--- src/rtl/fir_pkg.sv ---
// Shared encodings and Q-format helpers for the time-multiplexed FIR filter.
// Also holds the closed-form coefficient recipes used to build the fixed ROM banks.
package fir_pkg;

    localparam int DW_DEF   = 12;
    localparam int CW_DEF   = 16;
    localparam int TAPS_DEF = 31;

    typedef enum logic [1:0] {
        MODE_LPF  = 2'd0,
        MODE_HPF  = 2'd1,
        MODE_BPF  = 2'd2,
        MODE_USER = 2'd3
    } mode_t;

    typedef enum logic [1:0] {
        ST_IDLE = 2'd0,
        ST_MAC  = 2'd1,
        ST_OUT  = 2'd2
    } state_t;

    // Q2.(CW-2): fractional bit count and the half-LSB rounding constant.
    function automatic int q_frac(input int cw);
        return cw - 2;
    endfunction

    function automatic int rnd_const(input int cw);
        return 1 << (cw - 3);
    endfunction

    function automatic int box_coef(input int taps, input int cw);
        return ((1 << (cw - 2)) + taps / 2) / taps;
    endfunction

    // LPF is a unity-gain boxcar, HPF is delta minus boxcar, BPF is the boxcar modulated to fs/4.
    function automatic int fixed_coef(input mode_t m, input int k, input int taps, input int cw);
        int a;
        a = box_coef(taps, cw);
        case (m)
            MODE_LPF: return a;
            MODE_HPF: return ((k == 0) ? (1 << (cw - 2)) : 0) - a;
            MODE_BPF: begin
                if ((k % 4) == 0)      return 2 * a;
                else if ((k % 4) == 2) return -2 * a;
                else                   return 0;
            end
            default:  return 0;
        endcase
    endfunction

endpackage

--- src/rtl/fir_coef_bank.sv ---
// Coefficient store: three fixed ROM banks plus one runtime-writable user bank.
// Read is combinational so the MAC can consume one coefficient per clock.
module fir_coef_bank
    import fir_pkg::*;
#(
    parameter int CW   = CW_DEF,
    parameter int TAPS = TAPS_DEF,
    parameter int AW   = $clog2(TAPS)
) (
    input  logic                 clk,
    input  logic                 rst,
    input  mode_t                mode,
    input  logic [AW-1:0]        tap,
    input  logic                 wr_en,
    input  logic [AW-1:0]        wr_addr,
    input  logic signed [CW-1:0] wr_data,
    output logic signed [CW-1:0] coef
);

    logic signed [CW-1:0] rom_lpf [TAPS];
    logic signed [CW-1:0] rom_hpf [TAPS];
    logic signed [CW-1:0] rom_bpf [TAPS];
    logic signed [CW-1:0] user    [TAPS];

    for (genvar i = 0; i < TAPS; i++) begin : g_rom
        assign rom_lpf[i] = CW'(fixed_coef(MODE_LPF, i, TAPS, CW));
        assign rom_hpf[i] = CW'(fixed_coef(MODE_HPF, i, TAPS, CW));
        assign rom_bpf[i] = CW'(fixed_coef(MODE_BPF, i, TAPS, CW));
    end

    // User bank comes out of reset as a passthrough (h[0] = 1.0).
    always_ff @(posedge clk or posedge rst) begin
        if (rst) begin
            for (int i = 0; i < TAPS; i++) begin
                user[i] <= (i == 0) ? CW'(1 << (CW - 2)) : '0;
            end
        end else if (wr_en && (int'(wr_addr) < TAPS)) begin
            user[wr_addr] <= wr_data;
        end
    end

    always_comb begin
        coef = '0;
        case (mode)
            MODE_LPF:  coef = rom_lpf[tap];
            MODE_HPF:  coef = rom_hpf[tap];
            MODE_BPF:  coef = rom_bpf[tap];
            MODE_USER: coef = user[tap];
            default:   coef = '0;
        endcase
    end

endmodule

--- src/rtl/fir_mac_filter.sv ---
// Mode-switchable FIR filter running one multiply-accumulate per clock per tap.
// A rising edge of the slow sample strobe captures a sample; the result appears TAPS+1 clocks later.
module fir_mac_filter
    import fir_pkg::*;
#(
    parameter int DW    = DW_DEF,
    parameter int CW    = CW_DEF,
    parameter int TAPS  = TAPS_DEF,
    parameter int ACC_W = DW + CW + $clog2(TAPS)
) (
    input  logic                       clk,
    input  logic                       rst,
    input  logic                       f_s,
    input  logic signed [DW-1:0]       din,
    input  logic [1:0]                 mode,
    input  logic                       flush,
    input  logic                       coef_we,
    input  logic [$clog2(TAPS)-1:0]    coef_addr,
    input  logic signed [CW-1:0]       coef_wdata,
    output logic signed [DW-1:0]       dout,
    output logic                       dout_valid,
    output logic                       busy,
    output logic                       overrun
);

    localparam int AW = $clog2(TAPS);
    localparam int PW = DW + CW;
    localparam int QF = q_frac(CW);
    localparam logic signed [ACC_W:0] RND_EXT = (ACC_W + 1)'(rnd_const(CW));
    localparam logic signed [ACC_W:0] OUT_MAX = {{(ACC_W - DW + 2){1'b0}}, {(DW - 1){1'b1}}};
    localparam logic signed [ACC_W:0] OUT_MIN = {{(ACC_W - DW + 2){1'b1}}, {(DW - 1){1'b0}}};

    state_t                state;
    mode_t                 mode_q;
    logic                  f_s_d;
    logic                  rise;
    logic [AW-1:0]         wp;
    logic [AW-1:0]         newest;
    logic [AW-1:0]         k;
    logic [AW-1:0]         rd_idx;
    logic signed [DW-1:0]  x [TAPS];
    logic signed [CW-1:0]  coef;
    logic signed [PW-1:0]  prod;
    logic signed [ACC_W-1:0] acc;
    logic signed [ACC_W:0] acc_rnd;
    logic signed [ACC_W:0] acc_sh;
    logic signed [DW-1:0]  sat;

    assign rise = f_s & ~f_s_d;

    fir_coef_bank #(
        .CW   (CW),
        .TAPS (TAPS)
    ) u_bank (
        .clk     (clk),
        .rst     (rst),
        .mode    (mode_q),
        .tap     (k),
        .wr_en   (coef_we & ~busy),
        .wr_addr (coef_addr),
        .wr_data (coef_wdata),
        .coef    (coef)
    );

    // Walk backwards from the newest sample through the circular delay line.
    always_comb begin
        rd_idx = '0;
        if (newest >= k) begin
            rd_idx = newest - k;
        end else begin
            rd_idx = AW'({1'b0, newest} + (AW + 1)'(TAPS) - {1'b0, k});
        end
    end

    assign prod = x[rd_idx] * coef;

    always_comb begin
        acc_rnd = {acc[ACC_W-1], acc} + RND_EXT;
        acc_sh  = acc_rnd >>> QF;
        if (acc_sh > OUT_MAX) begin
            sat = {1'b0, {(DW - 1){1'b1}}};
        end else if (acc_sh < OUT_MIN) begin
            sat = {1'b1, {(DW - 1){1'b0}}};
        end else begin
            sat = acc_sh[DW-1:0];
        end
    end

    // Flush outranks everything, including a coincident sample edge, and never raises overrun.
    always_ff @(posedge clk or posedge rst) begin
        if (rst) begin
            state      <= ST_IDLE;
            mode_q     <= MODE_LPF;
            f_s_d      <= 1'b1;
            wp         <= '0;
            newest     <= '0;
            k          <= '0;
            acc        <= '0;
            dout       <= '0;
            dout_valid <= 1'b0;
            busy       <= 1'b0;
            overrun    <= 1'b0;
            for (int i = 0; i < TAPS; i++) begin
                x[i] <= '0;
            end
        end else begin
            f_s_d      <= f_s;
            dout_valid <= 1'b0;
            if (flush) begin
                for (int i = 0; i < TAPS; i++) begin
                    x[i] <= '0;
                end
                acc   <= '0;
                wp    <= '0;
                k     <= '0;
                busy  <= 1'b0;
                state <= ST_IDLE;
            end else begin
                case (state)
                    ST_IDLE: begin
                        if (rise) begin
                            x[wp]  <= din;
                            newest <= wp;
                            wp     <= (wp == AW'(TAPS - 1)) ? '0 : wp + AW'(1);
                            mode_q <= mode_t'(mode);
                            acc    <= '0;
                            k      <= '0;
                            busy   <= 1'b1;
                            state  <= ST_MAC;
                        end
                    end
                    ST_MAC: begin
                        if (rise) overrun <= 1'b1;
                        acc <= acc + ACC_W'(prod);
                        k   <= k + AW'(1);
                        if (k == AW'(TAPS - 1)) state <= ST_OUT;
                    end
                    ST_OUT: begin
                        if (rise) overrun <= 1'b1;
                        dout       <= sat;
                        dout_valid <= 1'b1;
                        busy       <= 1'b0;
                        state      <= ST_IDLE;
                    end
                    default: state <= ST_IDLE;
                endcase
            end
        end
    end

endmodule
--- config.mk ---
export PLATFORM = sky130hd
export DESIGN_NAME = fir_mac_filter
export DESIGN_NICKNAME = d
export VERILOG_FILES = /design/src/rtl/fir_pkg.sv /design/src/rtl/fir_coef_bank.sv /design/src/rtl/fir_mac_filter.sv
export SDC_FILE = /design/constraint.sdc
export NUM_CORES = 2
export LEC_CHECK = 0
export CAP_MARGIN = 10
export CORE_AREA = 10 10 309 311
export DETAILED_ROUTE_END_ITERATION = 16
export DIE_AREA = 0 0 319 321
export GPL_TIMING_DRIVEN = 0
export PLACE_DENSITY = 0.82
export SLEW_MARGIN = 10
export SYNTH_ARGS = -nofsm -noshare
export SYNTH_HDL_FRONTEND = slang
export SYNTH_SLANG_ARGS = --single-unit
--- constraint.sdc ---
create_clock -name clk -period 42.9 [get_ports clk]
set_input_delay 12.87 -clock clk [delete_from_list [all_inputs] [get_ports clk]]
set_output_delay 12.87 -clock clk [all_outputs]
set_load 0.05 [all_outputs]
* Yosys cells after proc, flatten, opt, wreduce, memory -nomap -nowiden
Memories as Yosys holds them, arrays and structs flattened.
Index checks and enable logic that the tools add are counted.
** Storage, ports and cells
- Memory bits (read-only) :: 1536
- Output and inout bits :: 15
- Logic and storage cells :: 173
- Input port bits :: 40
- Memories :: 3
- Register bits :: 936
** Cells by class
- $mul :: 1
- $lt $le $gt $ge :: 10
- Bitwise logic cells :: 9
- Add/sub/neg operators :: 7
- Muxes and demuxes :: 44
- Reductions and logical operators :: 17
- Equality and inequality tests :: 9
** Memory list
- (no name shown) :: words 32, width 16, rd ports 1, clocked after memory_dff 0, wr ports 0, RTL line fir_coef_bank.sv:45 : MODE_LPF: coef = rom_lpf[tap];
- (no name shown) :: words 32, width 16, rd ports 1, clocked after memory_dff 0, wr ports 0, RTL line fir_coef_bank.sv:46 : MODE_HPF: coef = rom_hpf[tap];
- (no name shown) :: words 32, width 16, rd ports 1, clocked after memory_dff 0, wr ports 0, RTL line fir_coef_bank.sv:47 : MODE_BPF: coef = rom_bpf[tap];
** Operators by type and width (number)
- 2-to-1 mux 372 bit :: 3
- bitwise mux 496 bit :: 1
- bitwise mux 372 bit :: 1
- 2-to-1 mux 16 bit :: 9
- binary-select mux 16 bit (select 5 bit) :: 1
- demux 16 bit (select 5 bit) :: 1
- 2-to-1 mux 33 bit :: 2
- one-hot mux 33 bit (2 select lines) :: 1
- one-hot mux 16 bit (4 select lines) :: 1
- binary-select mux 12 bit (select 5 bit) :: 1
- demux 12 bit (select 5 bit) :: 1
- 2-to-1 mux 12 bit :: 5
- 2-to-1 mux 5 bit :: 7
- adder 33 x 15 -> 34 bit (second input constant) :: 1
- adder 33 x 28 -> 33 bit :: 1
- multiplier 12 x 16 -> 28 bit :: 1
- >= comparator 6 bit (second input constant) :: 4
- inverter 5 -> 6 bit :: 4
- > comparator 20 x 12 -> 1 bit (second input constant) :: 1
- less-than comparator 20 x 12 -> 1 bit (second input constant) :: 1
- less-than comparator 6 x 1 -> 1 bit (second input constant) :: 2
- adder 5 x 1 -> 5 bit (second input constant) :: 2
- equality test 5 bit (second input constant) :: 2
- one-hot mux 5 bit (2 select lines) :: 1
- other kinds (20) :: 43

* Longest topological paths before layout
- Depth after elaboration :: 11
- Mapped depth :: 46
- Depth with buffers taken out :: 35

* Hierarchy
From an unflattened synthesis, not the netlist that was laid out.
** Second synthesis, totals
- Cell total of the unflattened synthesis :: 4932
- Area, all modules :: 53836.6 um2
** By module, submodules not included
- fir_mac_filter :: times used 1, area each 30790.8 um2, cells an instance 3432, sequential area each 11011.8 um2
- fir_coef_bank :: times used 1, area each 23045.9 um2, cells an instance 1500, sequential area each 12413.2 um2

* Least setup slack after synthesis
No wires, ideal clock.
- Path type :: input port to flip-flop
- Start :: in coef_we
- End :: reg u_bank.user[416] (netlist bit)
- Data required time :: 42.775 ns
- Data arrival time :: 14.854 ns
- Stages on the path :: 7
- Buffers on the path :: 2
- Library setup time :: 0.125 ns
- Path slack :: 27.921 ns
- Cells stage by stage :: nor2b_1 -> nand2_1 -> or3_1 -> clkbuf_1 -> nor3_1 -> clkbuf_1 -> mux2_2
** On the way
- Word-level cells in the longest chain between the ends :: 2
** RTL lines
- start: declaration :: RTL line fir_mac_filter.sv:17 : input logic coef_we,
- AND 1 bit :: RTL line fir_mac_filter.sv:59 : .wr_en (coef_we & ~busy),
- logical AND 1 bit :: RTL line fir_coef_bank.sv:37 : end else if (wr_en && (int'(wr_addr) < TAPS)) begin
- end signal: indexed assignment :: RTL line fir_coef_bank.sv:35 : user[i] <= (i == 0) ? CW'(1 << (CW - 2)) : '0;
- end signal: indexed assignment :: RTL line fir_coef_bank.sv:38 : user[wr_addr] <= wr_data;
- end: declaration :: RTL line fir_coef_bank.sv:23 : logic signed [CW-1:0] user [TAPS];
Every way passes these cells.
A chain may end at the register's enable or synchronous reset.

* Worst setup path after layout
- Start :: in coef_we
- End :: reg u_bank.user[101] (netlist bit)
Same word-level chain as after synthesis.

==> results.md <==
* Worst-skew pair later-pin latency at 0.71 ns
* First-pass GRT wire length at 241,000 um
* Max-slew headroom at 9.94%
* Min Tclk post-route at 16.35 ns
* CTS Root Cell: clkbuf_16
* Wire per inst at 25.6 um
* Setup Viol. Count Final at 0
* Worst Setup SP: coef_we
* Nets at 5,261
* WHS at 0.488 ns
* CP Depth at 8
* Top Family by Delay on Critical Path: simple AND/OR/NAND/NOR gates
* DIE AREA at roughly 100,000 um^2
* Grt total ovfl at 0
* Pint at 2.11 mW
* Maxcap violations at 0
* FFs w/ async S/R, synth at 100%
* Routed wire length at 157,000 um
* Nature of the critical path endpoint: flop
* Fin crit share at 38.1%
* Clock Sinks at 936
* Sequential share of the synthesized area at 44.0%
* Slew @ Worst Pin at 1.35 ns
* Hold WC Path Type: flop to flop
* WP buf/inv at 3
* # IOs at 55
* Clk pin slew, worst setup/hold paths at approximately 0.06 ns
* Final Power at 3.32 mW
* Seq pwr share at 31.9%
* Cells along the critical path: clkdlybuf4s50_1 > nor2b_1 > nand2b_1 > or2_2 > clkbuf_1 > nor3_1 > clkbuf_1 > mux2_2
* Initial antenna violation count at 4
* Achievable Freq at 61.2 MHz
* First DRT Iteration DRCs at 4,598
* Leak pwr at 26.1 nW
* RSZ-0062 raised after global routing: no
* Die Span X at 319 um
* Fraction of layout cells with a size suffix above 1 at 19.7%
* Status: completed
* Detailed Place HPWL at 111,000 um
* Post-synth EDFFs at 0
* Switching Fraction at 36.5%
* Layout Skew at between 0.02 and 0.03 ns
* Final Cell Area at 59,000 um^2
* Synth Area per Inst at 11.3 um^2
* Maximum fanout along the worst path at 10
* Initial Util at 59.6%
* Port-buffer cells at 53
* Top_reg_cell synth: dfrtp_1
* Via count at 39,872
* Vias in the first global route at 40,980
* TNS Setup at 0 ns
* PD cells at 56.2 nW/um^2
* Most common cell in the synthesized netlist: dfrtp_1
* Final Max Slew Viols at 0
* Worst EP required at roughly 43 ns
* Area Growth Syn to Fin at 10.7%
* Via density at between 6 and 7
* PostCTS Resize Cnt at 0
* TritonCTS Buffers at 99
* Die Height at 321 um
* Synth area leader: dfrtp_1
* End of the critical path: u_bank.user[101]$_DFFE_PP0P_
* Setup repair bufs after CTS at 0
* Row count at 110
* Slowest CP cell: nor3_1
* Synth Warn # at 0
* Cells after synthesis at 4,725
* Syn Std Cell Area at between 50,000 and 60,000 um^2
* Hold Buf Count CTS at 0
* Placement Cell Area at 55,500 um^2
* Reg-to-Reg End: acc[32]$_DFFE_PP0P_
* Top-area cell type share of the netlist area at 43.9%
* Synth top area cells: dfrtp_1, mux2_2, fa_1
* Psw at approximately 1.2 mW
* Clock power frac at between 20% and 30%
* Largest net degree at the start of global routing at 123
* Total track usage at 30.4%
* Drt first pass iters at 8
* Worst EP arrival at about 17 ns
* GRT met2 Usage at between 40% and 50%
* Core Util, Final at 66.0%
* CTS tree: yes
* DRC errors left at 0
* Commonest cells in the netlist: dfrtp_1, nand2_1, mux2_2
* Slowest stage delay, CP at 0.92 ns
* Synth Net Count at around 5,000
* Core Area at around 89,000 um^2
* Crit-path most repeated cell: clkbuf_1
* Yosys cell types at 81
* RD Place Congestion at 0.993
* Worst reg-to-reg setup slack at between 20 and 30 ns
* GR Layer Usage met1 at between 30% and 40%
* Final hold vios at 0
* # fillers at 6,367
* Htree depth at 3
* Seq cells post-synth at roughly 940
* R2r startpoint: k[1]$_DFFE_PP0P_
* CTS Buffer Depth at 3
* GR peak layer: met2
* Kind of critical path: input port to flop
* Post-DRT Antenna Nets at 0
* Combinational share of power at 40.3%
* M3 GR Usage at under 10%
* Cell depth of the worst flop-to-flop path at 42
* Max VDD drop at 78.2 uV
* Critical Path Start Type: input port
[layout make-up]
class	count	area (um^2)	share of cell area, %
buffer	382	1640	2.78
antenna	1	2.50	0.00424
multi-input combinational	3174	27300	46.4
tap	1176	1470	2.50
timing repair buffer	62	762	1.29
sequential	936	23400	39.7
clock buffer	142	2890	4.90
inverter	233	882	1.50
clock inverter	37	558	0.946
[metrics by stage]
stage                     setup WS, ns  instances
after floorplan                   3.71       4725
after global placement           -6.50       5954
after detailed placement         25.91       5962
after CTS                        26.50       6141
after global routing             26.36       6142
final                            26.55       6143
[how the worst min path moves through the flow]
stage | cells after the start | from | end
floorplan | 2 | acc[10]$_DFFE_PP0P_ | acc[10]$_DFFE_PP0P_
global placement | 2 | acc[7]$_DFFE_PP0P_ | acc[7]$_DFFE_PP0P_
detailed placement | 2 | acc[10]$_DFFE_PP0P_ | acc[10]$_DFFE_PP0P_
CTS | 2 | acc[9]$_DFFE_PP0P_ | acc[9]$_DFFE_PP0P_
global route | 1 | u_bank.user[132]$_DFFE_PP0P_ | u_bank.user[132]$_DFFE_PP0P_
finish | 2 | acc[9]$_DFFE_PP0P_ | acc[9]$_DFFE_PP0P_
[kinds of logic after synthesis]
group	count (synthesis)	share of synthesized area [%]
AND/OR/NAND/NOR	1388	11.6
XOR/XNOR	49	0.834
multiplexers	781	21.1
AO/OA/AOI/OAI	623	6.77
flip-flops	936	44.0
adder cells (fa/ha/maj)	333	11.1
buffers and inverters	615	4.71
[cells in the final DEF (no fill, tap or decap), drive strengths merged, types with 103 or more instances in the layout]
cell type  count
nand2        780
mux4         216
dfrtp        934
ha           103
nor2         179
a21oi        404
nand3        172
clkbuf       456
mux2         513
fa           230
inv          235
[worst register-to-register path: cells and delay by family (launching register included)]
family / cells / cell delay (ns)
buffers and inverters: 14 / 5.00
adder cells (fa/ha/maj): 8 / 3.87
AO/OA/AOI/OAI: 12 / 3.13
AND/OR/NAND/NOR: 7 / 1.70
flip-flops: 1 / 0.47
multiplexers: 1 / 0.23
[power by group through the flow]
stage | Combinational, mW | Sequential, mW | Clock, mW
2_1_floorplan | 0.949 | 1.07 | 0
3_3_place_gp | 1.27 | 1.06 | 0
3_5_place_dp | 1.31 | 1.07 | 0
4_1_cts | 1.33 | 1.06 | 0.918
5_1_grt | 1.46 | 1.07 | 0.955
6_report | 1.34 | 1.06 | 0.919
[per-layer routing]
| layer | routed length (um) | up-vias |
|---|---|---|
| met3 | 16000 | 619 |
| li1 | - | 16552 |
| met4 | 9990 | 4 |
| met5 | 26 | - |
| met2 | 73300 | 2480 |
| met1 | 57700 | 20217 |
[sequential cells by signal, summed over array words and instances (netlist names)]
signal / count
wp: 5
state: 2
x: 372
u_bank.user: 496
dout_valid: 1
newest: 5
k: 5
acc: 33
f_s_d: 1
dout: 12
mode_q: 2
overrun: 1
busy: 1
(Power assumes the default switching activity.)
